`src/rtl/logic_op_pipe.sv`:
```
// logic_op_pipe: registered, parametrised bitwise-op stage.
//
// Computes OR / AND / XOR / NOR of two WIDTH-bit operands and presents the
// result one cycle after acceptance. In accumulate mode operand A is folded
// into a running accumulator instead of being combined with operand B.
// A saturating counter records how many beats have been accepted.
//
// Optional build feature, enabled by defining LOGIC_OP_PIPE_PARITY_EN:
//   adds output P, the even-parity bit (^O) of the registered result,
//   updated together with O and reset to 0. When the macro is not defined,
//   port P does not exist and everything else behaves identically.
//
// Handshake (both sides): a beat transfers on a rising edge where the
// producer's valid and the consumer's ready are both 1. valid, once raised,
// is held with stable data until that transfer. ready may be raised or
// dropped at any time. Here in_ready = !out_valid || out_ready. It is purely
// combinational and never looks at in_valid, so a full output slot only
// accepts a new beat in the same cycle that the slot drains.

module logic_op_pipe #(
   parameter int WIDTH = 8,
   parameter int CNT_W = 8
) (
   input  logic             clk,
   input  logic             rst,
   input  logic             in_valid,
   output logic             in_ready,
   input  logic [WIDTH-1:0] A,
   input  logic [WIDTH-1:0] B,
   input  logic [1:0]       op,
   input  logic             acc_en,
   input  logic             clear,
   output logic             out_valid,
   input  logic             out_ready,
   output logic [WIDTH-1:0] O,
   output logic             Z,
`ifdef LOGIC_OP_PIPE_PARITY_EN
   output logic [CNT_W-1:0] beats,
   output logic             P
`else
   output logic [CNT_W-1:0] beats
`endif
);

   // Operation encoding on the op input
   localparam logic [1:0] OP_OR  = 2'b00;
   localparam logic [1:0] OP_AND = 2'b01;
   localparam logic [1:0] OP_XOR = 2'b10;
   localparam logic [1:0] OP_NOR = 2'b11;

   localparam logic [CNT_W-1:0] BEATS_MAX = {CNT_W{1'b1}};

   logic [WIDTH-1:0] acc;       // running accumulator
   logic [WIDTH-1:0] acc_src;   // accumulator value seen by this beat
   logic [WIDTH-1:0] lhs;       // first operand of the selected op
   logic [WIDTH-1:0] rhs;       // second operand of the selected op
   logic [WIDTH-1:0] result;    // value that O takes on an accepted beat
   logic             accept;    // a beat transfers at the next edge

   // Input side is ready whenever the output slot is empty or draining now
   always_comb begin
      in_ready = !out_valid || out_ready;
      accept   = in_valid && in_ready;
   end

   // Operand selection and the bitwise op itself.
   // A clear in the same cycle as an accumulate beat makes the fold start
   // from zero instead of the stored accumulator.
   always_comb begin
      acc_src = clear ? '0 : acc;
      lhs     = A;
      rhs     = B;
      if (acc_en) begin
         lhs = acc_src;
         rhs = A;
      end
      result = '0;
      case (op)
         OP_OR:   result = lhs | rhs;
         OP_AND:  result = lhs & rhs;
         OP_XOR:  result = lhs ^ rhs;
         OP_NOR:  result = ~(lhs | rhs);
         default: result = '0;
      endcase
   end

   // Accumulator: advances only on accepted accumulate beats; clear zeroes it
   // whenever it is not itself being loaded by an accumulate beat
   always_ff @(posedge clk) begin
      if (rst) begin
         acc <= '0;
      end else if (accept && acc_en) begin
         acc <= result;
      end else if (clear) begin
         acc <= '0;
      end
   end

   // Output slot: O and Z load on accept; out_valid sets on accept and
   // clears only when the held result drains with no replacement beat
   always_ff @(posedge clk) begin
      if (rst) begin
         out_valid <= 1'b0;
         O         <= '0;
         Z         <= 1'b1;
      end else if (accept) begin
         out_valid <= 1'b1;
         O         <= result;
         Z         <= (result == '0);
      end else if (out_valid && out_ready) begin
         out_valid <= 1'b0;
      end
   end

`ifdef LOGIC_OP_PIPE_PARITY_EN
   // Parity bit travels with O so it always describes the presented result
   always_ff @(posedge clk) begin
      if (rst) begin
         P <= 1'b0;
      end else if (accept) begin
         P <= ^result;
      end
   end
`endif

   // Accepted-beat counter, sticks at its maximum instead of wrapping
   always_ff @(posedge clk) begin
      if (rst) begin
         beats <= '0;
      end else if (accept && (beats != BEATS_MAX)) begin
         beats <= beats + CNT_W'(1);
      end
   end

endmodule

```
`config.mk`:
```
export PLATFORM = sky130hd
export DESIGN_NAME = logic_op_pipe
export DESIGN_NICKNAME = d
export VERILOG_FILES = /design/src/rtl/logic_op_pipe.sv
export SDC_FILE = /design/constraint.sdc
export NUM_CORES = 1
export LEC_CHECK = 0
export CORE_ASPECT_RATIO = 1.5
export CORE_UTILIZATION = 53
export DETAILED_ROUTE_END_ITERATION = 7
export PLACE_DENSITY_LB_ADDON = 0.15
export SLEW_MARGIN = 20
export SYNTH_ARGS = -nofsm -noshare
export SYNTH_HDL_FRONTEND = slang
export SYNTH_SLANG_ARGS = --single-unit
```
`constraint.sdc`:
```
create_clock -name clk -period 8 [get_ports clk]
set_input_delay 1.6 -clock clk [delete_from_list [all_inputs] [get_ports clk]]
set_output_delay 1.6 -clock clk [all_outputs]
set_load 0.01 [all_outputs]
```
==> results.py <==
metrics = {
    "status": {
        "status": "finished, final reports clean",
    },
    "detailed_routing": {
        "viasPerCell": 5.38,
        "antenna_left": 0,
        "routed_wl_mm": 3.68,
        "vias": 1567,
        "drt_iter0_drc": 23,
        "drc_errors": 0,
        "wire_per_inst_um": 12.6,
        "firstDrtPassIters": 4,
    },
    "timing": {
        "timing.hold.ws_ns": 0.460,
        "fmaxAchievable_ghz": 0.226,
        "grt_setup_unrepaired": "no",
        "period_minus_slack_ns": 4.42,
        "slew_violations": 0,
        "fin_setup_tns_ns": 0,
        "post-route-period-util_pct": 55.3,
        "worst_slew_pin_slew_ns": 0.915,
        "finalHoldViolations": 0,
        "relSlewSlack_pct": 38.8,
        "skew_ns": 0.00192,
        "setup-violations-final": 0,
    },
    "power": {
        "seq_power_share_pct": 45.3,
        "p_clk_share_pct": 27.2,
        "combPwrFrac_pct": 27.4,
        "p_switching_uw": 85.9,
        "swShare_pct": 27.7,
        "internal-power_uw": 224,
        "p_total_uw": 309,
        "ir_worst_vdd_mv": 0.123,
        "p_leak_nw": 0.901,
        "powerDensity_mw_per_mm2": 138,
    },
    "floorplanning": {
        "die_h_um": 72.6,
        "ioPinCount": 43,
        "core_area_mm2": 0.00316,
        "initial_core_util_pct": 55.8,
        "die-area_mm2": 0.00356,
        "die_width_um": 49.1,
        "row_count": 25,
    },
    "final_layout": {
        "diodes": 0,
        "final_nets": 293,
        "fin_area_mm2": 0.00223,
        "regArea_um2": 520,
        "nFillCells": 255,
        "area_delta_synth_final_pct": 26.8,
        "final_cells": 291,
        "multi_input_area_mm2": 0.00112,
        "drive_gt1_share_pct": 7.97,
    },
    "setup_path": {
        "arrival_ns": 2.82,
        "worstPathMaxFanout": 7,
        "cp-end-kind": "output pin",
        "r2r-end": "Z",
        "critPathLaunchType": "input pin",
        "r2r-start": "acc[4]",
        "r2r_cells": 8,
        "rrSetupSlack_ns": 5.79,
        "required_ns": 6.40,
        "path_class": "in -> out",
    },
    "synth": {
        "synth_most_common_cell": "dfxtp_1",
        "synth_ff_type": "dfxtp_1",
        "yosys_warnings": 0,
        "synth_commonest_cells": "dfxtp_1 (26), nand2_1 (22), a21oi_1 (19), inv_1 (19), nor2_1 (19)",
        "ys_seq_elements": 26,
        "synth_edf_count": 0,
        "synthCells": 216,
        "synth_top_cell_area_share_pct": 29.5,
        "async_reset_ff_share_pct": 0,
        "ys_seq_area_share_pct": 29.5,
        "syn_area_mm2": 0.00176,
        "synthDistinctLibCells": 35,
        "synth.area.top_cells": "dfxtp_1 (30%), ha_1 (12%), mux2_2 (9.6%)",
        "synth_area_per_cell_um2": 8.16,
        "yosysTopAreaCell": "dfxtp_1",
        "synth_nets": 257,
    },
    "place": {
        "port_buffers": 42,
        "place_hpwl_mm": 2.73,
        "place_inst": 287,
        "gp_congestion": 0.739,
        "postPlaceCellArea_mm2": 0.00218,
    },
    "clock_tree": {
        "clock_sinks": 26,
        "clock_latency_ns": 0.27,
        "cts_setup_buffers": 0,
        "htreeDepth": 1,
        "postCtsHoldBufs": 0,
        "cts_made_buffers": 3,
        "cts_max_path_buffers": 2,
        "cts_tree": "yes",
        "cts_root_buf": "clkbuf_8",
        "cts_resized": 0,
        "path_clk_slew_ns": 0.09,
    },
    "grt": {
        "antenna_found_initial": 0,
        "grt_util_met1_pct": 24.6,
        "met3_usage_pct": 1.67,
        "grt_pass1_wl_mm": 6.20,
        "overflow": 0,
        "grt_pass1_vias": 1477,
        "grtUsageTotal_pct": 22.0,
        "grtUsageMet2_pct": 42.6,
        "grt_max_degree": 27,
        "busiest_layer": "met2",
    },
    "hold_path": {
        "holdCritPathClass": "reg -> reg",
        "hp-start": "O[5]",
        "hold_end": "O[5]",
        "min_path_cells": 2,
    },
    "flow_run": {
        "maxCapViolations": 0,
    },
}
==> worst max-delay path: stages <==
cell and delay [ns]:
clkdlybuf4s50_1 0.44, nand2b_1 0.20, clkdlybuf4s50_1 0.57
==> per-layer routing <==
| metal | up-vias | routed length (µm) |
|---|---|---|
| li1 | 817 | - |
| met1 | 717 | 1650 |
| met2 | 29 | 1880 |
| met3 | 4 | 113 |
| met4 | 0 | 37 |
| met5 | - | 0 |
==> flip-flops by register name, summed over array words and instances, names as in the netlist <==
name / count
O: 8
acc: 8
beats: 8
Z: 1
out_valid: 1
==> cells in the final DEF, fill, tap and decap left out, types with 2 or more instances in the layout <==
| master | synthesis | routed |
|---|---|---|
| clkdlybuf4s50_1 | 0 | 42 |
| a21oi_1 | 19 | 19 |
| ha_1 | 17 | 17 |
| o211ai_1 | 5 | 5 |
| nand2_1 | 22 | 22 |
| dfxtp_1 | 26 | 26 |
| o31ai_1 | 3 | 3 |
| xnor2_1 | 2 | 2 |
| clkbuf_8 | 0 | 4 |
| xor2_1 | 2 | 2 |
| a211oi_1 | 11 | 11 |
| nand4_1 | 2 | 2 |
| and3_1 | 2 | 2 |
| nand3_1 | 4 | 4 |
| mux2_2 | 15 | 15 |
| inv_1 | 19 | 19 |
| nor2b_1 | 12 | 12 |
| o21ai_0 | 6 | 6 |
| mux2i_1 | 6 | 6 |
| nor2_1 | 19 | 19 |
==> how the worst max path moves through the flow <==
stage,from,to,slack [ns]
after floorplan,acc_en,Z,4.13
after global placement,acc_en,Z,3.55
after detailed placement,acc_en,Z,3.48
after CTS,out_ready,in_ready,3.57
after global routing,out_ready,in_ready,3.53
final,out_ready,in_ready,3.58
==> through the flow <==
step	setup slack, ns	util (%)
2_1_floorplan	4.13	-
3_3_place_gp	3.55	69.0
3_5_place_dp	3.48	69.0
4_1_cts	3.57	70.7
5_1_grt	3.53	70.7
6_report	3.58	70.7
==> power groups by stage <==
| stage | combinational [mW] | clock [mW] | sequential, mW |
|---|---|---|---|
| 6_report | 0.0849 | 0.0842 | 0.140 |
| 5_1_grt | 0.0949 | 0.0894 | 0.141 |
| 4_1_cts | 0.0855 | 0.0853 | 0.140 |
| 3_5_place_dp | 0.0848 | 0 | 0.143 |
| 3_3_place_gp | 0.0833 | 0 | 0.143 |
| 2_1_floorplan | 0.0507 | 0 | 0.145 |
==> logic make-up after synthesis <==
kind of cell,after synthesis,share of synthesized area (%)
buffers and inverters,30,7.03
AO/OA/AOI/OAI,50,18.0
XOR/XNOR,4,1.99
AND/OR/NAND/NOR,68,18.4
multiplexers,21,13.0
adder cells (fa/ha/maj),17,12.1
flip-flops,26,29.5
==> final cells by class <==
cell class,count,area share [%]
well taps,40,2.24
multi-input cells,160,50.0
clock buffers,4,2.46
flip-flops and latches,26,23.3
repair buffers,42,18.8
inverters,19,3.19
(Power assumes the default switching activity.)
